===== src/rtl/riscv_pkg.sv =====
// Shared RV32I core definitions: ALU opcodes, forwarding selects, EX control bundle.
// Latency: n/a (types and constants only).
// Backpressure: n/a.
package riscv_pkg;

    localparam logic [3:0] ALU_ADD   = 4'b0000;
    localparam logic [3:0] ALU_SUB   = 4'b0001;
    localparam logic [3:0] ALU_AND   = 4'b0010;
    localparam logic [3:0] ALU_OR    = 4'b0011;
    localparam logic [3:0] ALU_XOR   = 4'b0100;
    localparam logic [3:0] ALU_BLT   = 4'b0101;
    localparam logic [3:0] ALU_BLTU  = 4'b0110;
    localparam logic [3:0] ALU_SLL   = 4'b0111;
    localparam logic [3:0] ALU_SRL   = 4'b1000;
    localparam logic [3:0] ALU_BGE   = 4'b1001;
    localparam logic [3:0] ALU_BGEU  = 4'b1010;
    localparam logic [3:0] ALU_SRA   = 4'b1011;
    localparam logic [3:0] ALU_BNE   = 4'b1100;
    localparam logic [3:0] ALU_PASSB = 4'b1111;

    // Operand source chosen by the forwarding unit.
    typedef enum logic [1:0] {
        FWD_REG = 2'd0,
        FWD_MEM = 2'd1,
        FWD_WB  = 2'd2
    } fwd_sel_e;

    // Side-band control carried from decode into EX and on to EX/MEM.
    typedef struct packed {
        logic reg_write;
        logic mem_read;
        logic mem_write;
        logic branch;
        logic jump;
    } ex_ctrl_t;

endpackage


===== src/rtl/forward_unit.sv =====
// Picks the freshest source for each EX operand from EX/MEM, MEM/WB or the register copy.
// Latency: purely combinational.
// Backpressure: none; follows its inputs every cycle.
module forward_unit
    import riscv_pkg::*;
#(
    parameter int REG_ADDR_W = 5
) (
    input  logic [REG_ADDR_W-1:0] rs1,
    input  logic [REG_ADDR_W-1:0] rs2,
    input  logic                  mem_reg_write,
    input  logic [REG_ADDR_W-1:0] mem_rd,
    input  logic                  wb_reg_write,
    input  logic [REG_ADDR_W-1:0] wb_rd,
    output fwd_sel_e              fwd_a,
    output fwd_sel_e              fwd_b
);

    logic mem_live;
    logic wb_live;

    // x0 is hard-wired zero, so a write to it is never a forwarding source.
    assign mem_live = mem_reg_write && (mem_rd != '0);
    assign wb_live  = wb_reg_write  && (wb_rd  != '0);

    // EX/MEM is younger than MEM/WB, so it wins when both hit.
    always_comb begin
        fwd_a = FWD_REG;
        fwd_b = FWD_REG;
        if (mem_live && (mem_rd == rs1))     fwd_a = FWD_MEM;
        else if (wb_live && (wb_rd == rs1))  fwd_a = FWD_WB;
        if (mem_live && (mem_rd == rs2))     fwd_b = FWD_MEM;
        else if (wb_live && (wb_rd == rs2))  fwd_b = FWD_WB;
    end

endmodule


===== src/rtl/id_ex_stage.sv =====
// ID/EX register: captures decode, detects load-use, forwards operands into the ALU.
// Latency: decode fields appear on EX outputs one cycle after capture; forwarding is combinational.
// Backpressure: stall_i holds every EX register; load-use inserts a bubble while decode is held upstream.
module id_ex_stage
    import riscv_pkg::*;
#(
    parameter int DATA_WIDTH = 32,
    parameter int REG_ADDR_W = 5
) (
    input  logic                  clk,
    input  logic                  rst_n,
    input  logic                  stall_i,
    input  logic                  flush_i,
    input  logic                  id_valid,
    input  logic [DATA_WIDTH-1:0] id_pc,
    input  logic [DATA_WIDTH-1:0] id_rd1,
    input  logic [DATA_WIDTH-1:0] id_rd2,
    input  logic [DATA_WIDTH-1:0] id_imm,
    input  logic [REG_ADDR_W-1:0] id_rs1,
    input  logic [REG_ADDR_W-1:0] id_rs2,
    input  logic [REG_ADDR_W-1:0] id_rd,
    input  logic [3:0]            id_alu_control,
    input  logic                  id_alu_src_a,
    input  logic                  id_alu_src_b,
    input  logic                  id_reg_write,
    input  logic                  id_mem_read,
    input  logic                  id_mem_write,
    input  logic                  id_branch,
    input  logic                  id_jump,
    input  logic                  mem_reg_write,
    input  logic [REG_ADDR_W-1:0] mem_rd,
    input  logic [DATA_WIDTH-1:0] mem_result,
    input  logic                  wb_reg_write,
    input  logic [REG_ADDR_W-1:0] wb_rd,
    input  logic [DATA_WIDTH-1:0] wb_result,
    output logic                  load_use_hazard,
    output logic                  ex_valid,
    output logic [DATA_WIDTH-1:0] SrcA,
    output logic [DATA_WIDTH-1:0] SrcB,
    output logic [3:0]            ALUControl,
    output logic [DATA_WIDTH-1:0] ex_store_data,
    output logic [DATA_WIDTH-1:0] ex_pc,
    output logic [DATA_WIDTH-1:0] ex_imm,
    output logic [REG_ADDR_W-1:0] ex_rd,
    output logic                  ex_reg_write,
    output logic                  ex_mem_read,
    output logic                  ex_mem_write,
    output logic                  ex_branch,
    output logic                  ex_jump
);

    logic                  valid_q;
    ex_ctrl_t              ctrl_q;
    ex_ctrl_t              id_ctrl;
    logic [DATA_WIDTH-1:0] pc_q;
    logic [DATA_WIDTH-1:0] imm_q;
    logic [DATA_WIDTH-1:0] rd1_q;
    logic [DATA_WIDTH-1:0] rd2_q;
    logic [REG_ADDR_W-1:0] rs1_q;
    logic [REG_ADDR_W-1:0] rs2_q;
    logic [REG_ADDR_W-1:0] rd_q;
    logic [3:0]            alu_ctrl_q;
    logic                  src_a_pc_q;
    logic                  src_b_imm_q;
    logic [DATA_WIDTH-1:0] rd1_cap;
    logic [DATA_WIDTH-1:0] rd2_cap;
    logic [DATA_WIDTH-1:0] fwd_a_dat;
    logic [DATA_WIDTH-1:0] fwd_b_dat;
    fwd_sel_e              fwd_a;
    fwd_sel_e              fwd_b;

    assign id_ctrl = '{reg_write: id_reg_write, mem_read: id_mem_read,
                       mem_write: id_mem_write, branch: id_branch, jump: id_jump};

    // Conservative: both rs fields are compared whatever the decoded format.
    assign load_use_hazard = valid_q && ctrl_q.mem_read && (rd_q != '0) && id_valid &&
                             ((rd_q == id_rs1) || (rd_q == id_rs2));

    // The regfile writes at the same edge we capture, so pick up the WB value directly.
    assign rd1_cap = (wb_reg_write && (wb_rd != '0) && (wb_rd == id_rs1)) ? wb_result : id_rd1;
    assign rd2_cap = (wb_reg_write && (wb_rd != '0) && (wb_rd == id_rs2)) ? wb_result : id_rd2;

    // EX register: flush beats stall beats load-use bubble beats normal capture.
    always_ff @(posedge clk or negedge rst_n) begin
        if (!rst_n) begin
            valid_q     <= 1'b0;
            ctrl_q      <= '0;
            pc_q        <= '0;
            imm_q       <= '0;
            rd1_q       <= '0;
            rd2_q       <= '0;
            rs1_q       <= '0;
            rs2_q       <= '0;
            rd_q        <= '0;
            alu_ctrl_q  <= ALU_ADD;
            src_a_pc_q  <= 1'b0;
            src_b_imm_q <= 1'b0;
        end else if (flush_i) begin
            valid_q <= 1'b0;
            ctrl_q  <= '0;
        end else if (stall_i) begin
            valid_q <= valid_q;
        end else if (load_use_hazard) begin
            valid_q <= 1'b0;
            ctrl_q  <= '0;
        end else begin
            valid_q     <= id_valid;
            ctrl_q      <= id_valid ? id_ctrl : '0;
            pc_q        <= id_pc;
            imm_q       <= id_imm;
            rd1_q       <= rd1_cap;
            rd2_q       <= rd2_cap;
            rs1_q       <= id_rs1;
            rs2_q       <= id_rs2;
            rd_q        <= id_rd;
            alu_ctrl_q  <= id_alu_control;
            src_a_pc_q  <= id_alu_src_a;
            src_b_imm_q <= id_alu_src_b;
        end
    end

    forward_unit #(
        .REG_ADDR_W (REG_ADDR_W)
    ) u_forward_unit (
        .rs1           (rs1_q),
        .rs2           (rs2_q),
        .mem_reg_write (mem_reg_write),
        .mem_rd        (mem_rd),
        .wb_reg_write  (wb_reg_write),
        .wb_rd         (wb_rd),
        .fwd_a         (fwd_a),
        .fwd_b         (fwd_b)
    );

    // Resolve forwarded operand values from the selects.
    always_comb begin
        fwd_a_dat = rd1_q;
        fwd_b_dat = rd2_q;
        case (fwd_a)
            FWD_MEM: fwd_a_dat = mem_result;
            FWD_WB:  fwd_a_dat = wb_result;
            default: fwd_a_dat = rd1_q;
        endcase
        case (fwd_b)
            FWD_MEM: fwd_b_dat = mem_result;
            FWD_WB:  fwd_b_dat = wb_result;
            default: fwd_b_dat = rd2_q;
        endcase
    end

    assign SrcA          = src_a_pc_q  ? pc_q  : fwd_a_dat;
    assign SrcB          = src_b_imm_q ? imm_q : fwd_b_dat;
    assign ex_store_data = fwd_b_dat;
    assign ALUControl    = alu_ctrl_q;
    assign ex_valid      = valid_q;
    assign ex_pc         = pc_q;
    assign ex_imm        = imm_q;
    assign ex_rd         = rd_q;

    // A dead slot must never write the regfile or memory.
    assign ex_reg_write  = valid_q & ctrl_q.reg_write;
    assign ex_mem_read   = valid_q & ctrl_q.mem_read;
    assign ex_mem_write  = valid_q & ctrl_q.mem_write;
    assign ex_branch     = valid_q & ctrl_q.branch;
    assign ex_jump       = valid_q & ctrl_q.jump;

endmodule


===== config.mk =====
export PLATFORM = sky130hd
export DESIGN_NAME = id_ex_stage
export DESIGN_NICKNAME = d
export VERILOG_FILES = /design/src/rtl/riscv_pkg.sv /design/src/rtl/forward_unit.sv /design/src/rtl/id_ex_stage.sv
export SDC_FILE = /design/constraint.sdc
export NUM_CORES = 1
export LEC_CHECK = 0
export CAP_MARGIN = 25
export CORE_AREA = 3 3 176 178
export DETAILED_ROUTE_END_ITERATION = 6
export DIE_AREA = 0 0 179 181
export GPL_TIMING_DRIVEN = 0
export PLACE_DENSITY = 0.72
export SLEW_MARGIN = 10
export SYNTH_ARGS = -nofsm -noshare
export SYNTH_HDL_FRONTEND = slang
export SYNTH_SLANG_ARGS = --single-unit
export TNS_END_PERCENT = 1

===== constraint.sdc =====
create_clock -name clk -period 3.7 [get_ports clk]
set_input_delay 0.925 -clock clk [delete_from_list [all_inputs] [get_ports clk]]
set_output_delay 0.925 -clock clk [all_outputs]
set_load 0.005 [all_outputs]

# ---- Word level (Yosys, flattened, before mapping)
# Cells that the tools add are included.
dict set report word_totals {
  input_bits 235
  ff_bits 155
}
dict set report classes {
  n_mux 17
  bitwise 8
  eq_ne 13
  reduce_logical 17
}
# operator n
set ops {}
lappend ops {{$mux 32} 4}
lappend ops {{$pmux 32 s2} 2}
lappend ops {{$eq 5x5->1} 8}
lappend ops {{$mux 5} 4}
lappend ops {{$reduce_bool 5->1} 3}
lappend ops {{$logic_and 1x1->1} 12}
lappend ops {{$mux 2} 4}
lappend ops {{$and 1x1->1} 5}
lappend ops {{$eq 2x1->1 const B} 2}
lappend ops {{$eq 2x2->1 const B} 2}
lappend ops {{$mux 1} 3}
lappend ops {{$not 1->1} 3}
lappend ops {{$reduce_and 3->1} 1}
lappend ops {{$ne 2x1->1 const B} 1}
lappend ops {{$logic_or 1x1->1} 1}

# ---- Depth between registers and ports, before layout
dict set report logic_depth {
  word_depth 8
  depth_mapped 9
  depth_no_buf 5
}

# ---- By module
# From an unflattened synthesis, not the netlist that was laid out.
dict set report hier_totals {
  hier_cells 818
  hier_area_um2 9561.7
}
# mod cells_per_inst instances area_each_um2
set modules_own_cells {}
lappend modules_own_cells {id_ex_stage 784 1 9303.9}
lappend modules_own_cells {forward_unit 34 1 257.7}

# ---- Least setup slack after synthesis
# No wires, ideal clock.
dict set report synth_timing {
  path_type {input-to-output}
  start {input port wb_rd[3]}
  end {output port SrcA[10]}
  path_stages 8
  path_slack_ps 109
  arrival_ps 2666
  t_required_ps 2775
  cell_sequence {buf_2 > or4_1 > o21a_1 > buf_6 > nand3_1 > clkbuf_1 > a221oi_1 > o31ai_1}
}
dict set report synth_via {
  elab_chain_len 8
}
# element line
set synth_lines {}
lappend synth_lines {{start, declared} id_ex_stage.sv:34} ;# input logic [REG_ADDR_W-1:0] wb_rd,
lappend synth_lines {{$reduce_bool 5->1} forward_unit.sv:24} ;# assign wb_live = wb_reg_write && (wb_rd != '0);
lappend synth_lines {{$logic_and 1x1->1} forward_unit.sv:24}
lappend synth_lines {{$logic_and 1x1->1 (*)} forward_unit.sv:31} ;# else if (wb_live && (wb_rd == rs1)) fwd_a = FWD_WB;
lappend synth_lines {{$mux 2 (*)} forward_unit.sv:31}
lappend synth_lines {{$mux 2 (*)} forward_unit.sv:30} ;# if (mem_live && (mem_rd == rs1)) fwd_a = FWD_MEM;
lappend synth_lines {{$eq 2x2->1 / $eq 2x1->1 (equally long branches)} id_ex_stage.sv:139} ;# case (fwd_a)
lappend synth_lines {{$pmux 32 s2 (*)} id_ex_stage.sv:139}
lappend synth_lines {{$mux 32 (*)} id_ex_stage.sv:151} ;# assign SrcA = src_a_pc_q ? pc_q : fwd_a_dat;
lappend synth_lines {{end, declared} id_ex_stage.sv:38} ;# output logic [DATA_WIDTH-1:0] SrcA,
# Mark *: on every way between the ends. The rest lies on a longest branch, timed or not.

# ---- Worst setup path in the final report
dict set report layout_timing {
  start {input port wb_rd[3]}
  end {output port SrcB[15]}
}
dict set report layout_via {
  elab_chain_len 8
}
# element line
set layout_lines {}
lappend layout_lines {{$reduce_bool 5->1} forward_unit.sv:24}
lappend layout_lines {{$logic_and 1x1->1} forward_unit.sv:24}
lappend layout_lines {{$logic_and 1x1->1 (*)} forward_unit.sv:33} ;# else if (wb_live && (wb_rd == rs2)) fwd_b = FWD_WB;
lappend layout_lines {{$mux 2 (*)} forward_unit.sv:33}
lappend layout_lines {{$mux 2 (*)} forward_unit.sv:32} ;# if (mem_live && (mem_rd == rs2)) fwd_b = FWD_MEM;
lappend layout_lines {{$eq 2x2->1 / $eq 2x1->1 (equally long branches)} id_ex_stage.sv:144} ;# case (fwd_b)
lappend layout_lines {{$pmux 32 s2 (*)} id_ex_stage.sv:144}
lappend layout_lines {{$mux 32 (*)} id_ex_stage.sv:152} ;# assign SrcB = src_b_imm_q ? imm_q : fwd_b_dat;
lappend layout_lines {{end, declared} id_ex_stage.sv:39} ;# output logic [DATA_WIDTH-1:0] SrcB,
# Marked as above.

==> flow_metrics.env <==
export IMPL_cts_buffers_inserted=17
export IMPL_slew_violations=0
export IMPL_yosysTopAreaCell="dfrtp_1"
export IMPL_ios=411
export IMPL_max_freq_ghz=0.2504
export IMPL_crit_type="input pin to output port"
export IMPL_synth_cell_types=36
export IMPL_die_x_um=179
export IMPL_setup_tns_ns=-13.02
export IMPL_violations="negative setup slack"
export IMPL_overflow=0
export IMPL_synth_area_um2=9712
export IMPL_timing_rr_end="rd1_q[3]"
export IMPL_final_layout_size_suffix_gt1_share_pct=35.54
export IMPL_r2r_cells=7
export IMPL_final_setup_skew_ns=0.01360
export IMPL_worst_slew_pin_slew_ns=0.9078
export IMPL_endpoint_kind="output port"
export IMPL_grt_pass1_vias=10309
export IMPL_port_buffers=405
export IMPL_place_hpwl_um=32490
export IMPL_hold_viol=0
export IMPL_regToRegSetupSlack_ns=0.65
export IMPL_dr_pass1_iters=5
export IMPL_peakVddDrop_uv=231.3
export IMPL_drtIter0Drc=762
export IMPL_grt_use_total_pct=26.89
export IMPL_ff_latch_area_um2=3879
export IMPL_p_per_area_nw_per_um2=392.5
export IMPL_antenna_found_initial=1
export IMPL_n_fill_cell=2586
export IMPL_final_core_util_pct=55.53
export IMPL_r2r_start="ex_rd[1]"
export IMPL_grt_setup_unrepaired="true"
export IMPL_hp_class="input pin to asynchronous set/reset pin"
export IMPL_cts_tree="built"
export IMPL_layout_min_cycle_time_ns=3.993
export IMPL_seq_area_frac_synth_pct=39.94
export IMPL_drtAntennaViolNets=0
export IMPL_required_ns=2.77
export IMPL_grt_pass1_wl_um=65190
export IMPL_fin_ws_ns=-0.2930
export IMPL_arrival_ns=3.07
export IMPL_grt_max_degree=80
export IMPL_cap_violations=0
export IMPL_yosysWarnings=0
export IMPL_fp_dieH_um=181
export IMPL_finalWeightedCongestion=0.8975
export IMPL_final_nets=1644
export IMPL_netlist_area_leader_share_pct=39.94
export IMPL_drc=0
export IMPL_multi_input_area_um2=6217
export IMPL_clock_sinks=155
export IMPL_initial_core_util_pct=32.86
export IMPL_relSlewSlack_pct=39.48
export IMPL_synth_fp_nets=1170
export IMPL_path_max_fanout=8
export IMPL_die_area_um2=32400
export IMPL_mostFrequentLayoutCells="301 x clkdlybuf4s50_1, 155 x dfrtp_1, 92 x mux2_2, 86 x buf_2, 67 x nor2_1"
export IMPL_vias_per_cell=5.487
export IMPL_cts_root_buffer="clkbuf_16"
export IMPL_synth_edf_count=0
export IMPL_rows=63
export IMPL_wl_per_cell_um=24.69
export IMPL_clk_latency_ns=0.44
export IMPL_status="finished, violations left"
export IMPL_h_tree_depth=4
export IMPL_coreArea_um2=29560
export IMPL_cts_hold_buf=0
export IMPL_ys_ff_latch=155
export IMPL_area_growth_pct=69.03
export IMPL_clkSlewWorstSetupHoldPaths_ns=0.06
export IMPL_routed_wl_um=44740
export IMPL_via_count=9942
export IMPL_yosys_most_used_dff="dfrtp_1"
export IMPL_post_route_period_util_pct=107.9
export IMPL_start_kind="input pin"
export IMPL_setup_viol=76
export IMPL_mostFrequentLayoutCell="clkdlybuf4s50_1"
export IMPL_synth_cells=935
export IMPL_max_clock_path_buffers=2
export IMPL_syn_area_per_cell_um2=10.39
export IMPL_async_reset_ff_share_pct=100.0
export IMPL_p_leak_uw=0.006866
export IMPL_yosys_top_cells_area="dfrtp_1 40%, mux2_2 11%, mux2_4 9.3%, a221oi_1 5.8%, mux2_1 3.4%"
export IMPL_dp_slack_ns=-1.834
==> cell type report <==
type | instances | area share, %
diodes | 1 | 0.01524
clock inverters | 11 | 1.029
flip-flops and latches | 155 | 23.63
clock buffers | 20 | 2.782
multi-input cells | 655 | 37.87
inverters | 37 | 0.8460
well taps | 390 | 2.973
plain buffers | 87 | 5.061
repair buffers | 456 | 25.79
==> logic make-up (layout without fill, tap and decap cells) <==
logic type	count (synthesis)	after routing	share of synthesized area [%]
AOI/OAI and AO/OA	172	172	12.96
xor gates and xnor gates	40	40	3.607
buffers and inverters	125	611	5.901
DFF	155	155	39.94
muxes	213	213	26.60
other	0	1	0
and+or+nand+nor	230	230	10.99
==> flip-flops by register name, summed over array words and instances, names as in the netlist, 4 cells and up <==
signal,flops
ctrl_q,5
ex_pc,32
ex_rd,5
rs2_q,5
rd2_q,32
rd1_q,32
ex_imm,32
ALUControl,4
rs1_q,5
==> critical path: stages <==
cell and delay [ns]:
buf_8 0.11, or4_1 0.51, o21a_1 0.22, buf_6 0.15, nand4_1 0.13, buf_12 0.20
buf_16 0.16, mux2i_4 0.29, buf_6 0.13, a221oi_2 0.05, buf_2 0.17
==> where the power goes <==
group          internal, uW  switching, uW
Combinational          1280           1050
Sequential             1940            214
Clock                  1160            801
Total                  4380           2060
==> routing by layer <==
metal	wire, um	track usage, %
met5	0	0
met4	1532	9.289
met3	3188	5.738
met2	21480	44.97
met1	18540	34.24
==> per-stage QoR <==
step                instances  total power [uW]  hold slack [ns]  instance area, um2
floorplan                 935              2971           0.4649                9712
global placement         1730              4314           0.4696               14250
detailed placement       1732              4347           0.4785               14290
CTS                      1809              6416           0.4760               16280
global route             1812              6712           0.4868               16420
finish                   1812              6444           0.4441               16420
==> how the worst max path moves through the flow <==
stage | startpoint | endpoint | slack, ns | cells after the start
4_1_cts | wb_rd[3] | SrcB[15] | -0.28 | 11
3_5_place_dp | mem_rd[4] | ex_store_data[26] | -1.83 | 9
5_1_grt | wb_rd[3] | SrcB[15] | -0.36 | 11
3_3_place_gp | rst_n | ex_imm[13] | -5.14 | 1
6_report | wb_rd[3] | SrcB[15] | -0.29 | 11
2_1_floorplan | wb_rd[3] | SrcA[10] | 0.11 | 8
==> Yosys cell counts (33+ instances only) <==
| cell | count |
|---|---|
| dfrtp_1 | 155 |
| mux2_2 | 92 |
| nor2_1 | 71 |
| nand2_1 | 65 |
| a221oi_1 | 64 |
| mux2_4 | 60 |
| clkbuf_1 | 54 |
| nor3_1 | 40 |
| inv_1 | 37 |
| o31ai_1 | 33 |
==> what timing repair did <==
action	CTS	global route
gates cloned	5	0
endpoints found under the setup margin	97	132
pin swaps	64	16
resized for setup	594	50
buffers inserted	42	2
Note: power is estimated with default switching activity, not from simulation.
